<file path="src/rtl/jls_stream_parser.sv">
// JPEG-LS .jls byte-stream reader: parses SOI/SOF55/SOS, strips scan bit stuffing, repacks bytes.
// Optional macro JLS_PARSER_SKIP_EN accepts LSE/COM/APPn segments before SOS and discards them.
`timescale 1ns/1ps
module jls_stream_parser #(
   parameter int unsigned MAXLEN_LEVEL = 12
) (
   input  logic                    clk,
   input  logic                    rst,
   input  logic                    ivalid,
   input  logic                    ilast,
   input  logic [7:0]              idata,
   output logic                    onew,
   output logic [MAXLEN_LEVEL-1:0] owidth,
   output logic [15:0]             oheight,
   output logic [7:0]              onear,
   output logic                    ovalid,
   output logic [7:0]              odata,
   output logic                    olast,
   output logic [3:0]              onbits,
   output logic                    oerror
);
   localparam int unsigned XMax = (1 << MAXLEN_LEVEL) - 1;

   typedef enum logic [3:0] {
      StSoi0, StSoi1, StMff, StMcode, StLenh, StLenl, StBody, StScan, StScanFf, StFlush, StDrain
   } state_e;
   typedef enum logic [1:0] {SegSof, SegSos, SegSkip} seg_e;

   state_e                  state_q;
   seg_e                    seg_q;
   logic                    sof_seen_q, eoi_last_q;
   logic [7:0]              lenh_q, hi_q;
   logic [15:0]             blen_q, off_q;
   logic [15:0]             acc_q;   // MSB-aligned pending scan bits
   logic [3:0]              cnt_q;
   logic                    onew_q, ovalid_q, olast_q, oerror_q;
   logic [7:0]              odata_q, onear_q;
   logic [3:0]              onbits_q;
   logic [MAXLEN_LEVEL-1:0] owidth_q;
   logic [15:0]             oheight_q;

   logic        skip_code, fail, emit;
   logic [15:0] seg_len, word;
   logic [14:0] app_bits;
   logic [4:0]  app_n, merged_n;
   logic [23:0] merged;

`ifdef JLS_PARSER_SKIP_EN
   assign skip_code = (idata == 8'hF8) || (idata == 8'hFE) || (idata[7:4] == 4'hE);
`else
   assign skip_code = 1'b0;
`endif

   assign seg_len = {lenh_q, idata};
   assign word    = {hi_q, idata};

   // Incoming scan bits are merged with held bits before deciding whether a byte goes out.
   always_comb begin
      app_n    = 5'd0;
      app_bits = 15'h0;
      if (ivalid && !ilast) begin
         if (state_q == StScan && idata != 8'hFF) begin
            app_n    = 5'd8;
            app_bits = {idata, 7'h00};
         end else if (state_q == StScanFf && !idata[7]) begin
            app_n    = 5'd15;
            app_bits = {8'hFF, idata[6:0]};
         end
      end
      merged   = {acc_q, 8'h00} | ({app_bits, 9'h000} >> cnt_q);
      merged_n = {1'b0, cnt_q} + app_n;
      emit     = merged_n >= 5'd8;
   end

   always_comb begin
      fail = 1'b0;
      if (ivalid && state_q != StDrain && state_q != StFlush) begin
         if (ilast && !(state_q == StScanFf && idata == 8'hD9)) fail = 1'b1;
         case (state_q)
            StSoi0:   if (idata != 8'hFF) fail = 1'b1;
            StSoi1:   if (idata != 8'hD8) fail = 1'b1;
            StMff:    if (idata != 8'hFF) fail = 1'b1;
            StMcode:  if (!(idata == 8'hF7 || (idata == 8'hDA && sof_seen_q) || skip_code))
                         fail = 1'b1;
            StLenl:   if (seg_len < 16'd2 || (seg_q == SegSof && seg_len < 16'd8) ||
                          (seg_q == SegSos && seg_len < 16'd6)) fail = 1'b1;
            StBody: begin
               if (seg_q == SegSof) begin
                  case (off_q)
                     16'd0:   if (idata != 8'd8) fail = 1'b1;
                     16'd2:   if (word == 16'd0) fail = 1'b1;
                     16'd4:   if (word < 16'd4 || 32'(word) > XMax) fail = 1'b1;
                     16'd5:   if (idata != 8'd1) fail = 1'b1;
                     default: ;
                  endcase
               end else if (seg_q == SegSos && off_q == 16'd0 && idata != 8'd1) begin
                  fail = 1'b1;
               end
            end
            StScanFf: if (idata[7] && idata != 8'hD9) fail = 1'b1;
            default:  ;
         endcase
      end
   end

   always_ff @(posedge clk or posedge rst) begin
      if (rst) begin
         state_q    <= StSoi0;
         seg_q      <= SegSof;
         sof_seen_q <= 1'b0;
         eoi_last_q <= 1'b0;
         lenh_q     <= 8'h0;
         hi_q       <= 8'h0;
         blen_q     <= 16'h0;
         off_q      <= 16'h0;
         acc_q      <= 16'h0;
         cnt_q      <= 4'd0;
         onew_q     <= 1'b0;
         ovalid_q   <= 1'b0;
         olast_q    <= 1'b0;
         oerror_q   <= 1'b0;
         odata_q    <= 8'h0;
         onbits_q   <= 4'd0;
         onear_q    <= 8'h0;
         owidth_q   <= '0;
         oheight_q  <= 16'h0;
      end else begin
         onew_q   <= 1'b0;
         ovalid_q <= 1'b0;
         olast_q  <= 1'b0;
         oerror_q <= 1'b0;
         odata_q  <= 8'h0;
         onbits_q <= 4'd0;
         if (fail) begin
            // Bits beyond one byte are dropped: the scan is unusable anyway.
            ovalid_q <= 1'b1;
            olast_q  <= 1'b1;
            oerror_q <= 1'b1;
            odata_q  <= acc_q[15:8];
            onbits_q <= (cnt_q > 4'd8) ? 4'd8 : cnt_q;
            acc_q    <= 16'h0;
            cnt_q    <= 4'd0;
            state_q  <= ilast ? StSoi0 : StDrain;
         end else if (state_q == StFlush) begin
            ovalid_q <= 1'b1;
            odata_q  <= acc_q[15:8];
            if (cnt_q >= 4'd8) begin
               onbits_q <= 4'd8;
               acc_q    <= {acc_q[7:0], 8'h00};
               cnt_q    <= cnt_q - 4'd8;
            end else begin
               olast_q  <= 1'b1;
               onbits_q <= cnt_q;
               acc_q    <= 16'h0;
               cnt_q    <= 4'd0;
               state_q  <= eoi_last_q ? StSoi0 : StDrain;
            end
         end else begin
            if (emit) begin
               ovalid_q <= 1'b1;
               odata_q  <= merged[23:16];
               onbits_q <= 4'd8;
               acc_q    <= merged[15:0];
               cnt_q    <= 4'(merged_n - 5'd8);
            end else begin
               acc_q <= merged[23:8];
               cnt_q <= merged_n[3:0];
            end
            if (ivalid) begin
               case (state_q)
                  StSoi0:  state_q <= StSoi1;
                  StSoi1: begin
                     sof_seen_q <= 1'b0;
                     state_q    <= StMff;
                  end
                  StMff:   state_q <= StMcode;
                  StMcode: begin
                     seg_q   <= (idata == 8'hF7) ? SegSof : (idata == 8'hDA) ? SegSos : SegSkip;
                     state_q <= StLenh;
                  end
                  StLenh: begin
                     lenh_q  <= idata;
                     state_q <= StLenl;
                  end
                  StLenl: begin
                     blen_q  <= seg_len - 16'd2;
                     off_q   <= 16'h0;
                     state_q <= (seg_len == 16'd2) ? StMff : StBody;
                  end
                  StBody: begin
                     if (seg_q == SegSof) begin
                        case (off_q)
                           16'd1, 16'd3: hi_q <= idata;
                           16'd2:        oheight_q <= word;
                           16'd4:        owidth_q <= word[MAXLEN_LEVEL-1:0];
                           default:      ;
                        endcase
                     end
                     if (seg_q == SegSos && off_q == 16'd3) onear_q <= idata;
                     if (off_q == blen_q - 16'd1) begin
                        if (seg_q == SegSos) begin
                           onew_q  <= 1'b1;
                           state_q <= StScan;
                        end else begin
                           if (seg_q == SegSof) sof_seen_q <= 1'b1;
                           state_q <= StMff;
                        end
                     end else begin
                        off_q <= off_q + 16'd1;
                     end
                  end
                  StScan:  if (idata == 8'hFF) state_q <= StScanFf;
                  StScanFf: begin
                     if (idata == 8'hD9) begin
                        eoi_last_q <= ilast;
                        state_q    <= StFlush;
                     end else begin
                        state_q <= StScan;
                     end
                  end
                  StDrain: if (ilast) state_q <= StSoi0;
                  default: ;
               endcase
            end
         end
      end
   end

   assign onew    = onew_q;
   assign owidth  = owidth_q;
   assign oheight = oheight_q;
   assign onear   = onear_q;
   assign ovalid  = ovalid_q;
   assign odata   = odata_q;
   assign olast   = olast_q;
   assign onbits  = onbits_q;
   assign oerror  = oerror_q;
endmodule
</file>
<file path="config.mk">
export PLATFORM = sky130hd
export DESIGN_NAME = jls_stream_parser
export DESIGN_NICKNAME = d
export VERILOG_FILES = /design/src/rtl/jls_stream_parser.sv
export SDC_FILE = /design/constraint.sdc
export NUM_CORES = 1
export LEC_CHECK = 0
export BUFFER_PORTS_ARGS = -buffer_cell sky130_fd_sc_hd__buf_2
export CORE_MARGIN = 5
export CORE_UTILIZATION = 35
export CTS_BUF_LIST = sky130_fd_sc_hd__clkbuf_4
export CTS_CLUSTER_DIAMETER = 40
export DETAILED_ROUTE_END_ITERATION = 12
export PLACE_DENSITY_LB_ADDON = 0.25
export SYNTH_ARGS = -nofsm -noshare
export SYNTH_HDL_FRONTEND = slang
export SYNTH_SLANG_ARGS = --single-unit
</file>
<file path="constraint.sdc">
create_clock -name clk -period 5.17 [get_ports clk]
set_clock_uncertainty 0.1 [all_clocks]
set_input_delay 0.7755 -clock clk [delete_from_list [all_inputs] [get_ports clk]]
set_output_delay 0.7755 -clock clk [all_outputs]
set_load 0.02 [all_outputs]
</file>
# After elaboration in Yosys (flattened, before gate mapping)
# Index checks and enable logic that the tools add are counted.
[totals] out_inout_bits=52 register_bits=128
[op_classes] add_sub_neg=6 shifts=1 order_cmp=8 n_mux=71 n_eq_ne=37 reduce_logical=42 n_bitwise=3
[ops] op="$mux 4" count=22
[ops] op="$mux 16" count=5
[ops] op="$eq 16x2->1 const B" count=3
[ops] op="$mux 15" count=3
[ops] op="$pmux 4 s10" count=1
[ops] op="$eq 16x3->1 const B" count=2
[ops] op="$eq 8x8->1 const B" count=4
[ops] op="$logic_not 16->1" count=2
[ops] op="$lt 16x3->1 const B" count=2
[ops] op="$pmux 16 s2" count=1
[ops] op="$mux 1" count=29
[ops] op="$mux 8" count=3
[ops] op="$ne 8x8->1 const B" count=3
[ops] op="$or 24x24->24" count=1
[ops] op="$reduce_and 6->1" count=4
[ops] op="$shr 24x4->24" count=1
[ops] op="$add 16x1->16 const B" count=1
[ops] op="$eq 16x1->1 const B" count=1
[ops] op="$eq 16x16->1" count=1
[ops] op="$eq 4x3->1 const B" count=4
[ops] op="$gt 16x12->1 const B" count=1
[ops] op="$lt 16x2->1 const B" count=1
[ops] op="$lt 16x4->1 const B" count=1
[ops] op="$ne 4x4->1 const B" count=4
[ops] op="other kinds (34)" count=68

# Depth between registers and ports, before layout
# Gate-level depths: netlist of the first run.
[depth] word_depth=12 depth_mapped=16 ltp_nobuf=13

# Least setup slack after synthesis of the first run
# OpenSTA, ideal clock, no wires.
[synth_timing] path_type="register to register" from="register state_q[1]" to="register odata_q[0] (netlist: odata[0])" slack_ps=1487 path_buffers=3 arrival_time_ps=3444 setup_time_ps=139 stages_incl_launch_ff=16 cell_sequence="dfrtp_1 > buf_6 > or4b_1 > clkbuf_2 > nor2_1 > nand2_1 > inv_1 > ha_1 > a21o_1 > nand2_1 > mux2i_1 > and2_1 > clkbuf_1 > nand2_1 > nor2_1 > nor2_1"
[synth_via] elab_chain_cells=11 word_cells_on_any_way=47
[synth_rtl] item="start: declaration" line="29" source="state_e state_q;"
[synth_rtl] item="start signal: assignment" line="108" source="state_q <= StSoi0;"
[synth_rtl] item="start signal: assignment" line="143" source="state_q <= ilast ? StSoi0 : StDrain;"
[synth_rtl] item="start signal: assignment" line="156" source="state_q <= eoi_last_q ? StSoi0 : StDrain;"
[synth_rtl] item="parallel branches: the longest is 10 deep, another holds $add 4x4->5"
[synth_rtl] item="$mux 8 (*)" line="134" source="if (fail) begin"
[synth_rtl] item="end signal: assignment" line="139" source="odata_q <= acc_q[15:8];"
[synth_rtl] item="end signal: assignment" line="146" source="odata_q <= acc_q[15:8];"
[synth_rtl] item="end signal: assignment" line="161" source="odata_q <= merged[23:16];"
[synth_rtl] item="end: declaration" line="37" source="logic [7:0] odata_q, onear_q;"
# Every way passes the cells marked *.
# A chain may end at the register's enable or synchronous reset.

# Worst setup path in the final report of the first run
[layout_timing] from="register state_q[3]" to="register acc_q[8]"
[layout_via] elab_chain_cells=11 word_cells_on_any_way=47
[layout_rtl] item="parallel branches: the longest is 10 deep, another holds $add 4x4->5"
[layout_rtl] item="$mux 16 (*)" line="134"
[layout_rtl] item="end signal: assignment" line="149" source="acc_q <= {acc_q[7:0], 8'h00};"
[layout_rtl] item="end signal: assignment" line="163" source="acc_q <= merged[15:0];"
[layout_rtl] item="end signal: assignment" line="166" source="acc_q <= merged[23:8];"
[layout_rtl] item="end: declaration" line="34" source="logic [15:0] acc_q;"
# Marks and branches as above.

==> qor.txt, run 1 <==
FF+latch area: 3200 um^2
Insertion delay to the later sink of the worst-skew pair: 0.56 ns
YS warnings: 0
Logic pwr share: 0.420
Status: finished clean
Top-level I/O count: 64
Hold Path Class: in -> async
CTS tree: built
Mapped Area: 7830 um^2
Hold_buf cts: 0
First-pass iteration count of the detailed router: 5
Routability cong.: 0.879
Asr flop ratio synth: 1.00
Critical Path RT: 5.51 ns
Most common cell after layout, fill and taps aside: dfrtp_1
First-pass GRT wire length: 36.7 mm
Fin Setup TNS: 0 ns
Vias per Instance: 5.68
Rel. slew slack: 0.331
Placed cell area: 8370 um^2
Synth Area per Inst: 9.25 um^2
Layout overhead on the synthesized area: 10.8%
Critical path arrival: 4.37 ns
Post-Synthesis Cells: 846
Worst hold margin: 0.262 ns
Pwr Total: 3.49 mW
Max-cap violations: 0
Final period utilization: 0.781
Seq/Total Area, Yosys: 0.409
Most frequent cells in the layout: dfrtp_1 (128), nor2_1 (79), nand2_1 (72)
Type of origin of the critical path: register
Top cells by area, synth: dfrtp_1 (41%), mux2_2 (9.1%), nor2_1 (3.8%)
Post-synth top area share: 0.409
Synthesized net count: 870
Number of synthesized flops with an enable pin: 0
Highest Clock Rate: 248 MHz
CP Class: reg -> reg
Worst vdd ir: 195 uV
CTS clk-pin slew, worst paths: 0.14 ns
Final Instance Area: 8670 um^2
DP HPWL: 15.4 mm
Switching share of power: 0.435
All-Layer GR Usage: 0.175
CTS Root Cell: clkbuf_4
Final slew viol count: 0
Setup bufs post-CTS: 0
Endpoints failing setup: 0
Core ar.: 21900 um^2
Leakage power: 3.89 nW
Multi-input logic area: 4290 um^2
Pin count of the biggest net entering global routing: 89
Ys flop type: dfrtp_1
RSZ-0062 raised after global routing: false
Die extent in y: 160 um
Via count: 6699
Post-cts repair resize count: 0
Clk sinks: 128
Row cnt: 54
H-tree depth: 4
Worst R2R Start: state_q[3]
Routed Antenna Nets: 0
Seq pwr share: 0.369
Crit end category: register
Clk buf depth: 2
Number of I/O port buffers: 63
Initial Utilization: 0.357
Fin util: 0.396
Fraction of layout cells with a size suffix above 1: 0.212
WL/cell: 18.6 um
Post-synth top area cell: dfrtp_1
CTS Buf Count: 17
Clock power share: 0.211
Worst-margin pin slew: 0.998 ns
Crit Path Max Fanout: 18
Cell Pwr Density: 403 nW/um^2
Filler instances: 2302
Cell Int Power: 1.97 mW
Distinct cells, synth: 82
Gr ovfl total: 0
Starting DRC count in detailed routing: 475
Setup crit start: state_q[3]
Chip Width: 160 um
Hold Vio Cnt, Final: 0
Drt drc: 0
Die outline area: 25400 um^2
Vias in the first global route: 6591
P_sw: 1.52 mW
Fin nets: 910
Antenna violations before repair: 1
Final WL: 21.9 mm
#FFs+latches synth: 128
Final min period: 4.04 ns
cell type report:
| cell class | count | area share |
|---|---|---|
| antenna | 1 | 0.000289 |
| tap | 280 | 0.0404 |
| clock inverter | 13 | 0.0176 |
| multi-input combinational | 634 | 0.495 |
| sequential | 128 | 0.370 |
| clock buffer | 19 | 0.0165 |
| timing repair buffer | 75 | 0.0468 |
| inverter | 30 | 0.0136 |
synthesized netlist by cell type, drive strengths merged (3+ instances only):
| cell | n |
|---|---|
| a211o | 3 |
| a211oi | 12 |
| a21o | 5 |
| a21oi | 47 |
| a221oi | 4 |
| a22o | 3 |
| a311oi | 3 |
| a31oi | 6 |
| a32oi | 4 |
| a41oi | 3 |
| and2 | 4 |
| and3 | 9 |
| and4 | 3 |
| buf | 6 |
| clkbuf | 48 |
| dfrtp | 128 |
| ha | 11 |
| inv | 29 |
| mux2 | 63 |
| mux2i | 12 |
| nand2 | 72 |
| nand2b | 8 |
| nand3 | 24 |
| nand3b | 4 |
| nand4 | 8 |
| nor2 | 79 |
| nor2b | 8 |
| nor3 | 34 |
| nor3b | 7 |
| nor4 | 15 |
| nor4b | 3 |
| o211ai | 6 |
| o21ai | 47 |
| o221ai | 3 |
| o22ai | 4 |
| o31ai | 21 |
| or2 | 4 |
| or3 | 3 |
| or4 | 23 |
| or4b | 4 |
| xnor2 | 17 |
| xor2 | 14 |
worst paths after layout:
kind	depth (start not counted)	endpoint	slack, ns
worst min-delay path	2	oheight[9]	0.26
worst max register to register	14	acc_q[8]	1.13
worst max-delay path	14	acc_q[8]	1.13
min in group clk	1	oheight[11]	0.42
max in group asynchronous	3	blen_q[3]	3.62
worst min register to register	1	oheight[11]	0.42
worst max-delay path: stages (launching register included):
cell	delay, ns
dfrtp_1	0.34
buf_4	0.21
or4b_1	0.62
nor2_1	0.34
nand2_1	0.19
inv_1	0.31
ha_1	0.30
a21o_1	0.16
nand2_1	0.08
mux2i_1	0.23
nand2_1	0.41
nor2_1	0.26
o21ai_0	0.11
a32oi_1	0.21
nor2_1	0.05
metrics by stage:
| step | cells | setup slack, ns |
|---|---|---|
| after floorplan | 846 | 0.882 |
| after global placement | 1147 | 0.964 |
| after detailed placement | 1147 | 0.937 |
| after CTS | 1179 | 1.17 |
| after global routing | 1180 | 0.739 |
| final | 1180 | 1.13 |
cell families after synthesis:
group / Yosys count / synth area share
muxes: 76 / 0.109
xor gates and xnor gates: 31 / 0.0347
DFF: 128 / 0.409
AOI/OAI and AO/OA: 198 / 0.169
buffers and inverters: 84 / 0.0432
and+or+nand+nor: 317 / 0.214
adders and majority gates: 12 / 0.0201
metal layers:
metal | vias up | wire, um | global-route usage
li1 | 3222 | - | -
met2 | 165 | 9580 | 0.255
met4 | 0 | 432 | 0.0562
met1 | 3279 | 10800 | 0.257
met3 | 33 | 1110 | 0.0386
met5 | - | 0 | 0
sequential cells by signal, indices dropped and copies added (netlist names), 2 cells and up:
signal,count
acc_q,16
lenh_q,8
cnt_q,4
onear,8
off_q,16
odata,8
seg_q,2
owidth,12
onbits,4
state_q,4
oheight,16
hi_q,8
blen_q,16
power groups by stage:
| stage | Clock, mW | Sequential (mW) | Combinational (mW) |
|---|---|---|---|
| after floorplan | 0 | 1.29 | 1.09 |
| after global placement | 0 | 1.31 | 1.45 |
| after detailed placement | 0 | 1.31 | 1.46 |
| after CTS | 0.765 | 1.29 | 1.46 |
| after global routing | 0.803 | 1.31 | 1.65 |
| final | 0.738 | 1.29 | 1.47 |
No activity file was read; power rests on OpenSTA's default activity.
==> inputs of run 2 (changes only) <==
--- a/config.mk
+++ b/config.mk
@@ -5,6 +5,7 @@
 export SDC_FILE = /design/constraint.sdc
 export NUM_CORES = 1
 export LEC_CHECK = 0
+export ABC_AREA = 1
 export BUFFER_PORTS_ARGS = -buffer_cell sky130_fd_sc_hd__buf_2
 export CORE_MARGIN = 5
 export CORE_UTILIZATION = 35
==> constraint.sdc (replaced) <==
create_clock -name clk -period 3.4 [get_ports clk]
set_clock_uncertainty 0.1 [all_clocks]
set_input_delay 0.51 -clock clk [delete_from_list [all_inputs] [get_ports clk]]
set_output_delay 0.51 -clock clk [all_outputs]
set_load 0.02 [all_outputs]
==> run 2 against run 1 <==
Net effect: routed wire length is 17% higher; flip-flop and latch count unchanged; register-to-register slack got worse by 0.71 ns; maximum frequency up 36%; critical endpoint is now acc_q[0]; largest cell class unchanged; highest routed layer unchanged.
==> qor.txt, run 2 <==
Crit Path Max Fanout: 6 (-12)
Post-Synthesis Cells: 1232 (+46%)
Ys flop type: dfrtp_1
Setup bufs post-CTS: 0 (unchanged)
Worst-margin pin slew: 0.763 ns (-0.235 ns)
Distinct cells, synth: 45 (-45%)
Crit end category: register
Top-level I/O count: 64 (unchanged)
Insertion delay to the later sink of the worst-skew pair: 0.56 ns (about the same)
Routability cong.: 0.905 (+2.9%)
Via count: 8196 (+22%)
Drt drc: 0 (unchanged)
Status: finished clean
CTS Root Cell: clkbuf_4
Number of synthesized flops with an enable pin: 0 (unchanged)
Worst vdd ir: 205 uV (+5.6%)
Synthesized net count: 1256 (+44%)
Clk buf depth: 2 (unchanged)
Cell Pwr Density: 573 nW/um^2 (+42%)
Chip Width: 164 um (+2.9%)
#FFs+latches synth: 128 (unchanged)
WL/cell: 15.7 um (-16%)
Gr ovfl total: 0 (unchanged)
Row cnt: 56 (+3.7%)
Final period utilization: 0.875 (+0.0942)
Die outline area: 26900 um^2 (+5.8%)
Number of I/O port buffers: 63 (unchanged)
DP HPWL: 18.7 mm (+22%)
Hold_buf cts: 0 (unchanged)
CTS Buf Count: 17 (unchanged)
Highest Clock Rate: 336 MHz (+36%)
Final WL: 25.6 mm (+17%)
Post-synth top area cell: dfrtp_1
Type of origin of the critical path: register
Final Instance Area: 9380 um^2 (+8.2%)
Dpl ws: 0.350 ns (-0.587 ns)
CP Class: reg -> reg
CTS tree: built
Vias per Instance: 5.02 (-12%)
Hold Path Class: in -> async
Core ar.: 23400 um^2 (+6.9%)
Top cells by area, synth: dfrtp_1 (39%), nand2_1 (18%), nand3_1 (12%)
Die extent in y: 164 um (+2.9%)
RSZ-0062 raised after global routing: false
Post-cts repair resize count: 0 (unchanged)
Seq/Total Area, Yosys: 0.385 (-0.0240)
Mapped Area: 8310 um^2 (+6.2%)
Pin count of the biggest net entering global routing: 129 (+45%)
H-tree depth: 4 (unchanged)
Placed cell area: 9050 um^2 (+8.1%)
Routed Antenna Nets: 0 (unchanged)
Post-synth top cells: nand2_1 (393), nand3_1 (197), dfrtp_1 (128), inv_1 (123), nor2_1 (116)
Final slew viol count: 0 (unchanged)
Most common cell after layout, fill and taps aside: nand2_1
Most common cell in the netlist: nand2_1
Synth Area per Inst: 6.75 um^2 (-27%)
YS warnings: 0 (unchanged)
Fin nets: 1323 (+45%)
Fin util: 0.401 (+0.00474)
Starting DRC count in detailed routing: 713 (+50%)
Asr flop ratio synth: 1.00 (unchanged)
Clk sinks: 128 (unchanged)
Fin Setup TNS: 0 ns (unchanged)
Antenna violations before repair: 1 (unchanged)
Pwr Total: 5.38 mW (+54%)
Hold Vio Cnt, Final: 0 (unchanged)
Fraction of layout cells with a size suffix above 1: 0.123 (-0.0897)
Final WS setup: 0.426 ns (-0.709 ns)
Post-synth top area share: 0.385 (-0.0240)
Critical path arrival: 3.37 ns (-1.00 ns)
Leakage power: 4.80 nW (+23%)
Endpoints failing setup: 0 (unchanged)
Filler instances: 2561 (+11%)
Critical Path RT: 3.80 ns (-1.71 ns)
Vias in the first global route: 7726 (+17%)
Final min period: 2.97 ns (-1.06 ns)
CTS clk-pin slew, worst paths: 0.16 ns (+0.02 ns)
First-pass GRT wire length: 42.2 mm (+15%)
Most frequent cells in the layout: nand2_1 (393), nand3_1 (197), dfrtp_1 (128)
All-Layer GR Usage: 0.197 (+0.0219)
First-pass iteration count of the detailed router: 5 (unchanged)
Rel. slew slack: 0.491 (+0.160)
Layout overhead on the synthesized area: 12.8%
Initial Utilization: 0.355 (-0.00224)
Max-cap violations: 0 (unchanged)
## run 2: cells by family after synthesis
kind of cell / after synthesis / share of synthesized area
AOI/OAI and AO/OA: 108 / 0.0688
xor gates and xnor gates: 32 / 0.0337
adders and majority gates: 12 / 0.0190
buffers and inverters: 177 / 0.0880
DFF: 128 / 0.385
and+or+nand+nor: 775 / 0.405
## run 2: per-layer routing
metal  track usage  vias up  share of wire
li1              -     4104              -
met1         0.290     3809           0.49
met2         0.298      244           0.44
met3        0.0309       39          0.053
met4        0.0568        0          0.024
met5             0        -              0
## run 2: critical path, cell delays in order (launching register included)
cell	delay [ns]
dfrtp_1	0.45
inv_1	0.10
nor2_1	0.12
nand2_1	0.15
nor2_2	0.27
ha_1	0.28
a21oi_1	0.12
inv_1	0.06
nand2_1	0.05
nand2_1	0.06
xor2_1	0.20
inv_1	0.06
nand2_1	0.15
nand2_1	0.18
nor2_1	0.36
nand3_1	0.13
o21ai_0	0.09
## run 2: layout make-up
class	instances	area, um^2	area share
clock buffers	17	128	0.0136
diodes	2	5.00	0.000534
inverters	131	497	0.0530
multi-input cells	927	4380	0.467
flip-flops and latches	128	3200	0.342
repair buffers	94	573	0.0611
clock inverters	15	194	0.0207
well taps	319	399	0.0426
## run 2: stage by stage
| step | cells | hold slack [ns] |
|---|---|---|
| after floorplan | 1232 | 0.367 |
| after global placement | 1599 | 0.360 |
| after detailed placement | 1599 | 0.360 |
| after CTS | 1631 | 0.0419 |
| after global routing | 1633 | 0.0567 |
| final | 1633 | 0.0150 |
## run 2: power by group
group	internal, mW	switching, mW
Combinational	0.697	1.48
Sequential	1.79	0.214
Clock	0.417	0.775
## run 2: final timing paths
kind | from | end | slack, ns | depth (start not counted)
min | rst | oheight[5] | 0.02 | 3
max reg2reg | state_q[3] | acc_q[0] | 0.43 | 16
min in group clk | idata[4] | owidth[4] | 0.15 | 3
max in group asynchronous | rst | olast | 2.57 | 3
min reg2reg | oheight[5] | oheight[5] | 0.39 | 2
max | state_q[3] | acc_q[0] | 0.43 | 16
==> inputs of run 3 (changes only) <==
--- a/config.mk
+++ b/config.mk
@@ -9,7 +9,7 @@
 export BUFFER_PORTS_ARGS = -buffer_cell sky130_fd_sc_hd__buf_2
 export CORE_MARGIN = 5
 export CORE_UTILIZATION = 35
-export CTS_BUF_LIST = sky130_fd_sc_hd__clkbuf_4
+export CTS_BUF_LIST = sky130_fd_sc_hd__clkbuf_8
 export CTS_CLUSTER_DIAMETER = 40
 export DETAILED_ROUTE_END_ITERATION = 12
 export PLACE_DENSITY_LB_ADDON = 0.25
==> run 3 against run 2 <==
Net effect: cell count decreased by 0.12%; maximum frequency decreased by 0.18%; routed wire length rose by 0.30%; non-clock buffer count stayed put; worst hold slack better by 0.12 ns; largest cell class unchanged.
==> qor.txt, run 3 (same netlist as run 2, synthesis figures left out) <==
Seq pwr share: 0.357 (-0.016)
Vias in the first global route: 7731 (+0.065%)
Crit end category: register
Drt drc: 0 (unchanged)
Cell Int Power: 3.12 mW (+7.4%)
Endpoints failing setup: 0 (unchanged)
Highest Clock Rate: 336 MHz (-0.18%)
Clk buf depth: 2 (unchanged)
Insertion delay to the later sink of the worst-skew pair: 0.47 ns (-0.09 ns)
Die outline area: 26900 um^2 (unchanged)
Final period utilization: 0.876 (+0.00160)
Worst vdd ir: 227 uV (+11%)
CTS clk-pin slew, worst paths: 0.10 ns (-0.06 ns)
Leakage power: 4.85 nW (+0.92%)
Reg-to-reg slack, setup: 0.42 ns (about the same)
Fin Setup TNS: 0 ns (unchanged)
Most common cell after layout, fill and taps aside: nand2_1
Die extent in y: 164 um (unchanged)
Via count: 8160 (-0.44%)
Fin nets: 1323 (unchanged)
Critical path arrival: 3.27 ns (-0.10 ns)
Rel. slew slack: 0.494 (+0.00300)
Slowest CP cell: dfrtp_1
Initial Utilization: 0.355 (unchanged)
Most frequent cells in the layout: nand2_1 (393), nand3_1 (197), dfrtp_1 (128)
First-pass iteration count of the detailed router: 8 (+3)
CP Cell Sequence: inv_1 -> nor2_1 -> nand2_1 -> nor2_2 -> ha_1 -> a21oi_1 -> inv_1 -> nand2_1 -> nand2_1 -> xor2_1 -> inv_1 -> nand2_1 -> nand2_1 -> nor2_1 -> nand3_1 -> o21ai_0
H-tree depth: 4 (unchanged)
Hold Path Class: in -> async
Vias per Instance: 5.00 (-0.32%)
Worst Reg2Reg Path Length in Cells: 16 (unchanged)
Clock power share: 0.256 (+0.034)
Worst hold margin: 0.131 ns (+0.116 ns)
Final slew viol count: 0 (unchanged)
Clk sinks: 128 (unchanged)
Worst-margin pin slew: 0.759 ns (-0.00449 ns)
WL/cell: 15.8 um (+0.43%)
Antenna cells: 0 (-2)
P_sw: 2.50 mW (+1.2%)
RSZ-0062 raised after global routing: false
Row cnt: 56 (unchanged)
Crit-path leading delay family: simple AND/OR/NAND/NOR gates
Starting DRC count in detailed routing: 695 (-2.5%)
Final min period: 2.98 ns (+0.00546 ns)
Logic pwr share: 0.386 (-0.019)
Routability cong.: 0.905 (unchanged)
Top-level I/O count: 64 (unchanged)
CTS Root Cell: clkbuf_8
Reg-to-Reg End: acc_q[0]
CP Class: reg -> reg
Antenna violations before repair: 0 (-1)
Worst path bufs/invs: 3 (unchanged)
Stages on worst setup path: 16 (unchanged)
Status: finished clean
CTS Buf Count: 17 (unchanged)
CTS tree: built
Switching share of power: 0.445 (-0.0149)
Fraction of layout cells with a size suffix above 1: 0.123 (unchanged)
Max-cap violations: 0 (unchanged)
Pin count of the biggest net entering global routing: 129 (unchanged)
Layout overhead on the synthesized area: 14.0%
Crit Path Max Fanout: 6 (unchanged)
Critical Path RT: 3.69 ns (-0.11 ns)
Delay of the slowest critical-path stage: 0.44 ns (about the same)
Hold_buf cts: 0 (unchanged)
All-Layer GR Usage: 0.198 (+0.00101)
Routed Antenna Nets: 0 (unchanged)
Cell Pwr Density: 593 nW/um^2 (+3.4%)
Filler instances: 2544 (-0.66%)
Gr ovfl total: 0 (unchanged)
DP HPWL: 18.7 mm (unchanged)
Core ar.: 23400 um^2 (unchanged)
Number of I/O port buffers: 63 (unchanged)
Post-cts repair resize count: 0 (unchanged)
Type of origin of the critical path: register
Setup bufs post-CTS: 0 (unchanged)
Worst R2R Start: state_q[3]
Final non-filler cell total: 1631 (-0.12%)
Hold Vio Cnt, Final: 0 (unchanged)
Cell mode on critical path: nand2_1
Dpl cells: 1599 (unchanged)
Final WL: 25.7 mm (+0.30%)
Chip Width: 164 um (unchanged)
First-pass GRT wire length: 42.2 mm (about the same)
Fin util: 0.405 (+0.00433)
run 3: changes by cell type in the layout (fill, tap and decap cells not counted), sizes merged:
cell,previous run,this run
diode,2,0
run 3: layout make-up:
cell class / instances / area (um^2) / area share
clock buffers: 17 / 234 / 0.0247
clock inverters: 15 / 194 / 0.0205
inverters: 131 / 497 / 0.0524
multi-input cells: 927 / 4380 / 0.462
flip-flops and latches: 128 / 3200 / 0.338
well taps: 319 / 399 / 0.0421
repair buffers: 94 / 573 / 0.0605
run 3: power groups by stage:
stage               clock (mW)  sequential (mW)  combinational, mW
floorplan                    0             2.03               1.57
CTS                       1.47             2.01               2.17
global route              1.54             2.05               2.45
finish                    1.44             2.01               2.17
detailed placement           0             2.04               2.16
global placement             0             2.04               2.16
run 3: worst min-delay path: cells and delay by family:
family	cells	cell delay, ns
buffers and inverters	3	0.68
run 3: how the worst max path moves through the flow:
| stage | startpoint | to | slack, ns |
|---|---|---|---|
| after floorplan | idata[5] | acc_q[7] | 0.45 |
| after global placement | idata[1] | onear[1] | 0.40 |
| after detailed placement | ivalid | acc_q[2] | 0.35 |
| after CTS | blen_q[0] | off_q[1] | 0.45 |
| after global routing | blen_q[0] | off_q[13] | 0.02 |
| final | state_q[3] | acc_q[0] | 0.42 |
run 3: stage by stage:
step | area (um^2) | power (mW) | setup slack, ns
2_1_floorplan | 8320 | 3.60 | 0.453
5_1_grt | 9480 | 6.04 | 0.0152
3_5_place_dp | 9050 | 4.20 | 0.350
3_3_place_gp | 9050 | 4.19 | 0.403
4_1_cts | 9480 | 5.65 | 0.452
6_report | 9480 | 5.62 | 0.420
run 3: layer usage:
layer  vias up  share of wire  GRT usage
met5         -              0          0
met4         0          0.023     0.0648
met3        36          0.058     0.0324
met2       243           0.44      0.297
met1      3782           0.48      0.289
li1       4099              -          -
